`src/rtl/nukv_matrix_pkg.sv`:
```
// Shared types and size helpers for the rotation-matrix assembler.
// Default-size constants plus functions so parameterised instances derive the same values.
package nukv_matrix_pkg;

    typedef enum logic [1:0] {
        ST_FIRST = 2'd0,
        ST_FILL  = 2'd1,
        ST_DRAIN = 2'd2
    } fill_state_t;

    localparam int DEF_MEMORY_WIDTH = 512;
    localparam int DEF_ROW_COUNT    = 3;
    localparam int DEF_COL_COUNT    = 3;
    localparam int DEF_COL_WIDTH    = 64;
    localparam int DEF_HEADER_BYTES = 2;

    function automatic int calc_mb(input int rows, input int cols, input int col_width);
        return rows * cols * col_width;
    endfunction

    function automatic int calc_first_bits(input int memory_width, input int header_bytes);
        return memory_width - 8 * header_bytes;
    endfunction

    function automatic int calc_off_w(input int mb, input int memory_width);
        return $clog2(mb + memory_width) + 1;
    endfunction

    localparam int MB         = calc_mb(DEF_ROW_COUNT, DEF_COL_COUNT, DEF_COL_WIDTH);
    localparam int FIRST_BITS = calc_first_bits(DEF_MEMORY_WIDTH, DEF_HEADER_BYTES);
    localparam int OFF_W      = calc_off_w(MB, DEF_MEMORY_WIDTH);

endpackage

```
`src/rtl/nukv_rotation_matrix_assembler_if.sv`:
```
// Value word stream in, assembled matrix stream out, plus the two error pulses.
interface nukv_rotation_matrix_assembler_if
    import nukv_matrix_pkg::*;
#(
    parameter int MEMORY_WIDTH = DEF_MEMORY_WIDTH,
    parameter int MATRIX_BITS  = MB
);
    logic [MEMORY_WIDTH-1:0] value_data;
    logic                    value_valid;
    logic                    value_last;
    logic                    value_ready;
    logic [MATRIX_BITS-1:0]  matrix_data;
    logic                    matrix_valid;
    logic                    matrix_ready;
    logic                    err_short;
    logic                    err_long;

    modport master (
        output value_data, value_valid, value_last, matrix_ready,
        input  value_ready, matrix_data, matrix_valid, err_short, err_long
    );

    modport slave (
        input  value_data, value_valid, value_last, matrix_ready,
        output value_ready, matrix_data, matrix_valid, err_short, err_long
    );
endinterface

```
`src/rtl/nukv_matrix_bank.sv`:
```
// One matrix buffer: writes a word at a bit offset, dropping anything past the matrix end.
module nukv_matrix_bank
    import nukv_matrix_pkg::*;
#(
    parameter int MEMORY_WIDTH = DEF_MEMORY_WIDTH,
    parameter int MATRIX_BITS  = MB,
    parameter int OFFSET_W     = OFF_W
) (
    input  logic                    clk,
    input  logic                    rst,
    input  logic                    wr_en,
    input  logic [OFFSET_W-1:0]     wr_offset,
    input  logic [MEMORY_WIDTH-1:0] wr_data,
    input  logic                    set_full,
    input  logic                    clr_full,
    output logic [MATRIX_BITS-1:0]  data,
    output logic                    full
);
    localparam int SPAN_W = MATRIX_BITS + MEMORY_WIDTH;

    logic [SPAN_W-1:0]      wide_data;
    logic [SPAN_W-1:0]      wide_mask;
    logic [MATRIX_BITS-1:0] wr_part;
    logic [MATRIX_BITS-1:0] wr_mask;

    assign wide_data = SPAN_W'(wr_data);
    assign wide_mask = SPAN_W'({MEMORY_WIDTH{1'b1}});
    assign wr_part   = MATRIX_BITS'(wide_data << wr_offset);
    assign wr_mask   = MATRIX_BITS'(wide_mask << wr_offset);

    // NOTE: storage is deliberately not reset; the full flag alone decides whether it holds a matrix.
    always_ff @(posedge clk) begin
        if (wr_en) begin
            data <= (data & ~wr_mask) | wr_part;
        end
    end

    // NOTE: sequential state uses non-blocking assignment so every flop samples pre-edge values.
    always_ff @(posedge clk or posedge rst) begin
        if (rst) begin
            full <= 1'b0;
        end else if (set_full) begin
            full <= 1'b1;
        end else if (clr_full) begin
            full <= 1'b0;
        end
    end
endmodule

```
`src/rtl/nukv_rotation_matrix_assembler.sv`:
```
// Strips the value header, packs words into a ping-pong pair of matrix banks and presents them in order.
module nukv_rotation_matrix_assembler
    import nukv_matrix_pkg::*;
#(
    parameter int MEMORY_WIDTH = DEF_MEMORY_WIDTH,
    parameter int ROW_COUNT    = DEF_ROW_COUNT,
    parameter int COL_COUNT    = DEF_COL_COUNT,
    parameter int COL_WIDTH    = DEF_COL_WIDTH,
    parameter int HEADER_BYTES = DEF_HEADER_BYTES
) (
    input logic                           clk,
    input logic                           rst,
    nukv_rotation_matrix_assembler_if.slave bus
);
    localparam int MAT_BITS = calc_mb(ROW_COUNT, COL_COUNT, COL_WIDTH);
    localparam int FIRST_W  = calc_first_bits(MEMORY_WIDTH, HEADER_BYTES);
    localparam int OFFSET_W = calc_off_w(MAT_BITS, MEMORY_WIDTH);

    localparam logic [OFFSET_W-1:0] MAT_END   = OFFSET_W'(MAT_BITS);
    localparam logic [OFFSET_W-1:0] FIRST_END = OFFSET_W'(FIRST_W);
    localparam logic [OFFSET_W-1:0] WORD_W    = OFFSET_W'(MEMORY_WIDTH);
    localparam bit                  FIRST_COMPLETES = (FIRST_W >= MAT_BITS);

    fill_state_t             state, state_n;
    logic [OFFSET_W-1:0]     offset, offset_n, fill_end, wr_offset;
    logic                    fill_sel, pres_sel;
    logic                    drain_err_seen, drain_err_seen_n;
    logic                    err_short_q, err_short_n, err_long_q, err_long_n;
    logic                    value_ready, matrix_valid, accept, handshake;
    logic                    wr_en, wr_first, set_full;
    logic [MEMORY_WIDTH-1:0] wr_data;
    logic [MAT_BITS-1:0]     bank_data [2];
    logic [1:0]              bank_full;

    // Draining words never touch a bank, so they are accepted even with both banks full.
    assign value_ready  = (state == ST_DRAIN) || !(&bank_full);
    assign matrix_valid = bank_full[pres_sel];
    assign accept       = bus.value_valid && value_ready;
    assign handshake    = matrix_valid && bus.matrix_ready;

    assign bus.value_ready  = value_ready;
    assign bus.matrix_valid = matrix_valid;
    assign bus.matrix_data  = matrix_valid ? bank_data[pres_sel] : '0;
    assign bus.err_short    = err_short_q;
    assign bus.err_long     = err_long_q;

    assign wr_first  = (state == ST_FIRST);
    assign fill_end  = offset + WORD_W;
    assign wr_data   = wr_first ? (bus.value_data >> (8 * HEADER_BYTES)) : bus.value_data;
    assign wr_offset = wr_first ? '0 : offset;

    // NOTE: every combinational output gets a default first, so no path can infer a latch.
    always_comb begin
        state_n          = state;
        offset_n         = offset;
        drain_err_seen_n = drain_err_seen;
        err_short_n      = 1'b0;
        err_long_n       = 1'b0;
        wr_en            = 1'b0;
        set_full         = 1'b0;
        unique case (state)
            ST_FIRST: if (accept) begin
                wr_en = 1'b1;
                if (FIRST_COMPLETES) begin
                    set_full = 1'b1;
                    state_n  = bus.value_last ? ST_FIRST : ST_DRAIN;
                end else if (bus.value_last) begin
                    err_short_n = 1'b1;
                end else begin
                    state_n  = ST_FILL;
                    offset_n = FIRST_END;
                end
            end
            ST_FILL: if (accept) begin
                wr_en = 1'b1;
                if (fill_end >= MAT_END) begin
                    set_full = 1'b1;
                    offset_n = '0;
                    state_n  = bus.value_last ? ST_FIRST : ST_DRAIN;
                end else if (bus.value_last) begin
                    err_short_n = 1'b1;
                    offset_n    = '0;
                    state_n     = ST_FIRST;
                end else begin
                    offset_n = fill_end;
                end
            end
            ST_DRAIN: if (accept) begin
                err_long_n       = !drain_err_seen;
                drain_err_seen_n = 1'b1;
                if (bus.value_last) begin
                    state_n          = ST_FIRST;
                    drain_err_seen_n = 1'b0;
                end
            end
            default: state_n = ST_FIRST;
        endcase
    end

    always_ff @(posedge clk or posedge rst) begin
        if (rst) begin
            state          <= ST_FIRST;
            offset         <= '0;
            fill_sel       <= 1'b0;
            pres_sel       <= 1'b0;
            drain_err_seen <= 1'b0;
            err_short_q    <= 1'b0;
            err_long_q     <= 1'b0;
        end else begin
            state          <= state_n;
            offset         <= offset_n;
            drain_err_seen <= drain_err_seen_n;
            err_short_q    <= err_short_n;
            err_long_q     <= err_long_n;
            if (set_full)  fill_sel <= ~fill_sel;
            if (handshake) pres_sel <= ~pres_sel;
        end
    end

    for (genvar i = 0; i < 2; i++) begin : g_bank
        nukv_matrix_bank #(
            .MEMORY_WIDTH (MEMORY_WIDTH),
            .MATRIX_BITS  (MAT_BITS),
            .OFFSET_W     (OFFSET_W)
        ) u_bank (
            .clk       (clk),
            .rst       (rst),
            .wr_en     (wr_en && (fill_sel == 1'(i))),
            .wr_offset (wr_offset),
            .wr_data   (wr_data),
            .set_full  (set_full && (fill_sel == 1'(i))),
            .clr_full  (handshake && (pres_sel == 1'(i))),
            .data      (bank_data[i]),
            .full      (bank_full[i])
        );
    end
endmodule

```
`src/flat_wrapper.sv`:
```
// flat-port wrapper written by rule: the top's interface ports become plain ports
module nukv_rotation_matrix_assembler_flat import nukv_matrix_pkg::*;
#(
    parameter int MEMORY_WIDTH = DEF_MEMORY_WIDTH,
    parameter int ROW_COUNT    = DEF_ROW_COUNT,
    parameter int COL_COUNT    = DEF_COL_COUNT,
    parameter int COL_WIDTH    = DEF_COL_WIDTH,
    parameter int HEADER_BYTES = DEF_HEADER_BYTES
)
  (clk, rst, bus_value_data, bus_value_valid, bus_value_last, bus_matrix_ready, bus_value_ready, bus_matrix_data, bus_matrix_valid, bus_err_short, bus_err_long);
  nukv_rotation_matrix_assembler_if #(.MEMORY_WIDTH(MEMORY_WIDTH), .MATRIX_BITS((MB))) bus_i ();
  input logic clk;
  input logic rst;
  input wire logic [$bits(bus_i.value_data)-1:0] bus_value_data;
  input wire logic [$bits(bus_i.value_valid)-1:0] bus_value_valid;
  input wire logic [$bits(bus_i.value_last)-1:0] bus_value_last;
  input wire logic [$bits(bus_i.matrix_ready)-1:0] bus_matrix_ready;
  output wire logic [$bits(bus_i.value_ready)-1:0] bus_value_ready;
  output wire logic [$bits(bus_i.matrix_data)-1:0] bus_matrix_data;
  output wire logic [$bits(bus_i.matrix_valid)-1:0] bus_matrix_valid;
  output wire logic [$bits(bus_i.err_short)-1:0] bus_err_short;
  output wire logic [$bits(bus_i.err_long)-1:0] bus_err_long;
  assign bus_i.value_data = bus_value_data;
  assign bus_i.value_valid = bus_value_valid;
  assign bus_i.value_last = bus_value_last;
  assign bus_i.matrix_ready = bus_matrix_ready;
  assign bus_value_ready = bus_i.value_ready;
  assign bus_matrix_data = bus_i.matrix_data;
  assign bus_matrix_valid = bus_i.matrix_valid;
  assign bus_err_short = bus_i.err_short;
  assign bus_err_long = bus_i.err_long;
  nukv_rotation_matrix_assembler #(.MEMORY_WIDTH(MEMORY_WIDTH), .ROW_COUNT(ROW_COUNT), .COL_COUNT(COL_COUNT), .COL_WIDTH(COL_WIDTH), .HEADER_BYTES(HEADER_BYTES)) u_core (.clk(clk), .rst(rst), .bus(bus_i));
endmodule
```
`config.mk`:
```
export PLATFORM = sky130hd
export DESIGN_NAME = nukv_rotation_matrix_assembler_flat
export DESIGN_NICKNAME = d
export VERILOG_FILES = /design/src/rtl/nukv_matrix_pkg.sv /design/src/rtl/nukv_rotation_matrix_assembler_if.sv /design/src/rtl/nukv_matrix_bank.sv /design/src/rtl/nukv_rotation_matrix_assembler.sv /design/src/flat_wrapper.sv
export SDC_FILE = /design/constraint.sdc
export NUM_CORES = 2
export LEC_CHECK = 0
export CAP_MARGIN = 10
export CORE_AREA = 10 10 421 423
export CTS_CLUSTER_DIAMETER = 120
export DETAILED_ROUTE_END_ITERATION = 16
export DIE_AREA = 0 0 431 433
export PLACE_DENSITY = 0.59
export SETUP_SLACK_MARGIN = 0.4
export SKIP_CTS_REPAIR_TIMING = 1
export SLEW_MARGIN = 20
export SYNTH_ARGS = -nofsm -noshare
export SYNTH_HDL_FRONTEND = slang
export SYNTH_SLANG_ARGS = --single-unit
```
`constraint.sdc`:
```
create_clock -name clk -period 46.4 [get_ports clk]
set_input_delay 9.28 -clock clk [delete_from_list [all_inputs] [get_ports clk]]
set_output_delay 9.28 -clock clk [all_outputs]
set_load 0.01 [all_outputs]
```
==> metrics.cfg <==
[placement]
dp.cells=7827
dpl_cell_area_sq_um=71900
gp_congestion=0.885
dpl.hpwl_mm=165
port_buffers=1096

[die]
dieHeight_um=433
dieArea_sq_um=187000
coreArea_sq_um=169000
start_util=0.354
row_count=151
pin_count=1097
die_w_um=431

[routing]
route.detailed.drc=0
vias=45500
firstDrtPassIters=5
drt-total-wl_mm=229
routed_via_density=5.62
ant_nets=0
wl_per_cell_um=28.3
drt_iter0_drc=4074

[sta]
max_freq_mhz=65.3
fin_setup_tns_ns=0
fin_crit_sh=0.330
finClkSkew_ns=0.0342
finalHoldViolCount=0
tightest_slew_ns=1.28
rsz0062_at_grt=no
slew_viol_final=0
min_period_ns=15.31
slew_headroom=0.149
setup-violations-final=0

[final_layout]
utilization=0.453
seqCellArea_sq_um=34900
multiInputGateArea_sq_um=22600
stdcell_count=8104
nNetsFinal=6267
final_cell_area_sq_um=76300
drive_gt1_frac=0.0484
fillerInstances=15700
syn_to_final_growth_pct=27.9

[grt]
antenna_found_initial=48
grtUsageTotal=0.233
grt_pass1_vias=45100
grt_pass1_wl_mm=324
grt_max_degree=212
overflow=0

[critical_path]
crit_slowest_cell=dfrtp_4
critical-path-max-stage-delay_ns=1.06
crit_family=buffers and inverters
required_ns=37.12
critPathBufInv=5
crit_top_cell=buf_4
end_kind=output port
startpoint_type=flip-flop
arrival_ns=6.03
crit_type=flip-flop to output port
worstPathCellList=mux2i_4 -> buf_4 -> buf_4 -> buf_4 -> buf_4 -> nor2_1 -> clkdlybuf4s50_1
cp_max_fo=94

[power_and_ir_drop]
power.total_uw=5880
intPower_uw=3590
seqPwrFrac=0.341
netSwitchingFraction=0.389
p_clk_frac=0.180
combPwrFrac=0.479
power_switching_uw=2290
peakVddDrop_v=0.0000822
power_density_nw_per_um2=77.0
leakage_uw=0.0275

[min_path]
worst_hold_path_type=flip-flop to flip-flop

[outcome]
status=complete, no violations

[yosys]
synth-edff-count=1152
synthTopCellsByArea=edfxtp_1 (58%), o21a_1 (11%), mux2i_1 (9.9%)
async_flop_share=0.0112
synthFlopType=edfxtp_1
syn_area_per_cell_sq_um=12.3
synth_top_area_cell=edfxtp_1
syn_area_sq_um=59700
synthCells=4851
synth-seq-cells=1165
yosysWarningCount=0
mappedNetlistNets=5369
synth_top_area_frac=0.579
synth_commonest_cells=edfxtp_1 (1152), nor2_1 (912), o21a_1 (843), mux2i_1 (592), o22a_1 (421)
synth_cell_type_count=44
yosysMostFrequentCell=edfxtp_1
seq_area_frac_synth=0.585

[clock_tree]
cts_buffers=137
cts_max_level=4
cts_tree=yes
clock_sinks=1165
clockRootBuffer=clkbuf_16
clk_latency_ns=0.76
clkTransAtPathRegs_ns=0.06
max-clock-path-buffers=3

[job]
drv_cap=0

==> worst register-to-register path, delay by kind of cell, from the launching register on <==
kind | cells | cell delay [ns]
flops | 1 | 0.37
compound gates | 2 | 1.00
buf+inv | 6 | 4.83
==> path summary, 6_finish.rpt <==
check | from | endpoint | cells past startpoint | slack (ns)
setup reg to reg | u_core.offset[7] | u_core.g_bank[1].u_bank.data[281] | 8 | 40.04
max in group asynchronous | rst | u_core.pres_sel | 2 | 37.08
setup / recovery | u_core.pres_sel | bus_matrix_data[354] | 7 | 31.09
hold / removal | u_core.drain_err_seen | u_core.bus.err_long | 1 | 0.46
min in group asynchronous | rst | u_core.g_bank[0].u_bank.full | 2 | 8.89
hold reg to reg | u_core.drain_err_seen | u_core.bus.err_long | 1 | 0.46
==> through the flow <==
step | worst slack, ns | hold slack (ns)
after CTS | 30.52 | 0.449
after global routing | 30.72 | 0.477
final | 31.09 | 0.460
after detailed placement | 31.35 | 0.437
after global placement | 31.49 | 0.445
after floorplan | 11.36 | 0.403
==> state kept, by name, summed over array words and instances, names as in the netlist <==
signal	count
u_core.g_bank.u_bank.full	2
u_core.bus.err_long	1
u_core.drain_err_seen	1
u_core.state	2
u_core.offset	4
u_core.bus.err_short	1
u_core.pres_sel	1
u_core.fill_sel	1
u_core.g_bank.u_bank.data	1152
==> power by group through the flow <==
| stage | clock, uW | combinational, uW | sequential (uW) |
|---|---|---|---|
| floorplan | 0 | 1800 | 2230 |
| global placement | 0 | 2790 | 2000 |
| detailed placement | 0 | 2820 | 2020 |
| CTS | 1080 | 2840 | 2000 |
| global route | 1120 | 3030 | 2050 |
| finish | 1060 | 2820 | 2000 |
==> routing by layer <==
metal  GRT usage  wire, um  up-vias  share of wire
met1       0.293     93100    23100           0.41
li1            -         -    20300              -
met2       0.387    111000     1746           0.48
met4      0.0999     10100       22          0.044
met5           0       175        -        0.00076
met3      0.0498     14900      381          0.065
==> cells by family after synthesis <==
family,Yosys count,share of synthesized area
AOI/OAI and AO/OA,1577,0.204
xor gates and xnor gates,2,0.000293
adders and majority gates,1,0.000210
buffers and inverters,409,0.0373
DFF,1165,0.585
muxes,593,0.0995
and+or+nand+nor,1104,0.0734
==> cells in the final DEF (no fill, tap or decap), types with 3 or more instances in the layout <==
master           count
dfrtp_1             12
nand2_1             67
buf_12               6
nand3_1             83
diode_2             37
bufinv_16           10
nor2b_1             11
nor2_1             909
o22a_1             421
buf_4               55
o21ai_0             25
clkinv_8             3
o22ai_1             81
edfxtp_1          1152
clkbuf_1            25
a21oi_2             20
nor2_4               3
a31oi_1             23
clkinv_16            3
clkinv_2            15
nand4_1             16
inv_1                7
buf_6                3
mux2i_1            592
a221oi_1             8
o21a_1             843
a21oi_1              4
clkdlybuf4s50_1   1096
inv_6                3
a21o_1             144
clkinv_1            35
clkbuf_16          140
==> area by class of cell <==
type,count,area share
antenna,37,0.00121
tap,2218,0.0363
sequential,1165,0.457
timing repair buffer,1161,0.151
inverter,7,0.000344
multi-input combinational,3277,0.296
clock buffer,165,0.0471
clock inverter,74,0.00965
Note: power is estimated with default switching activity, not from simulation.
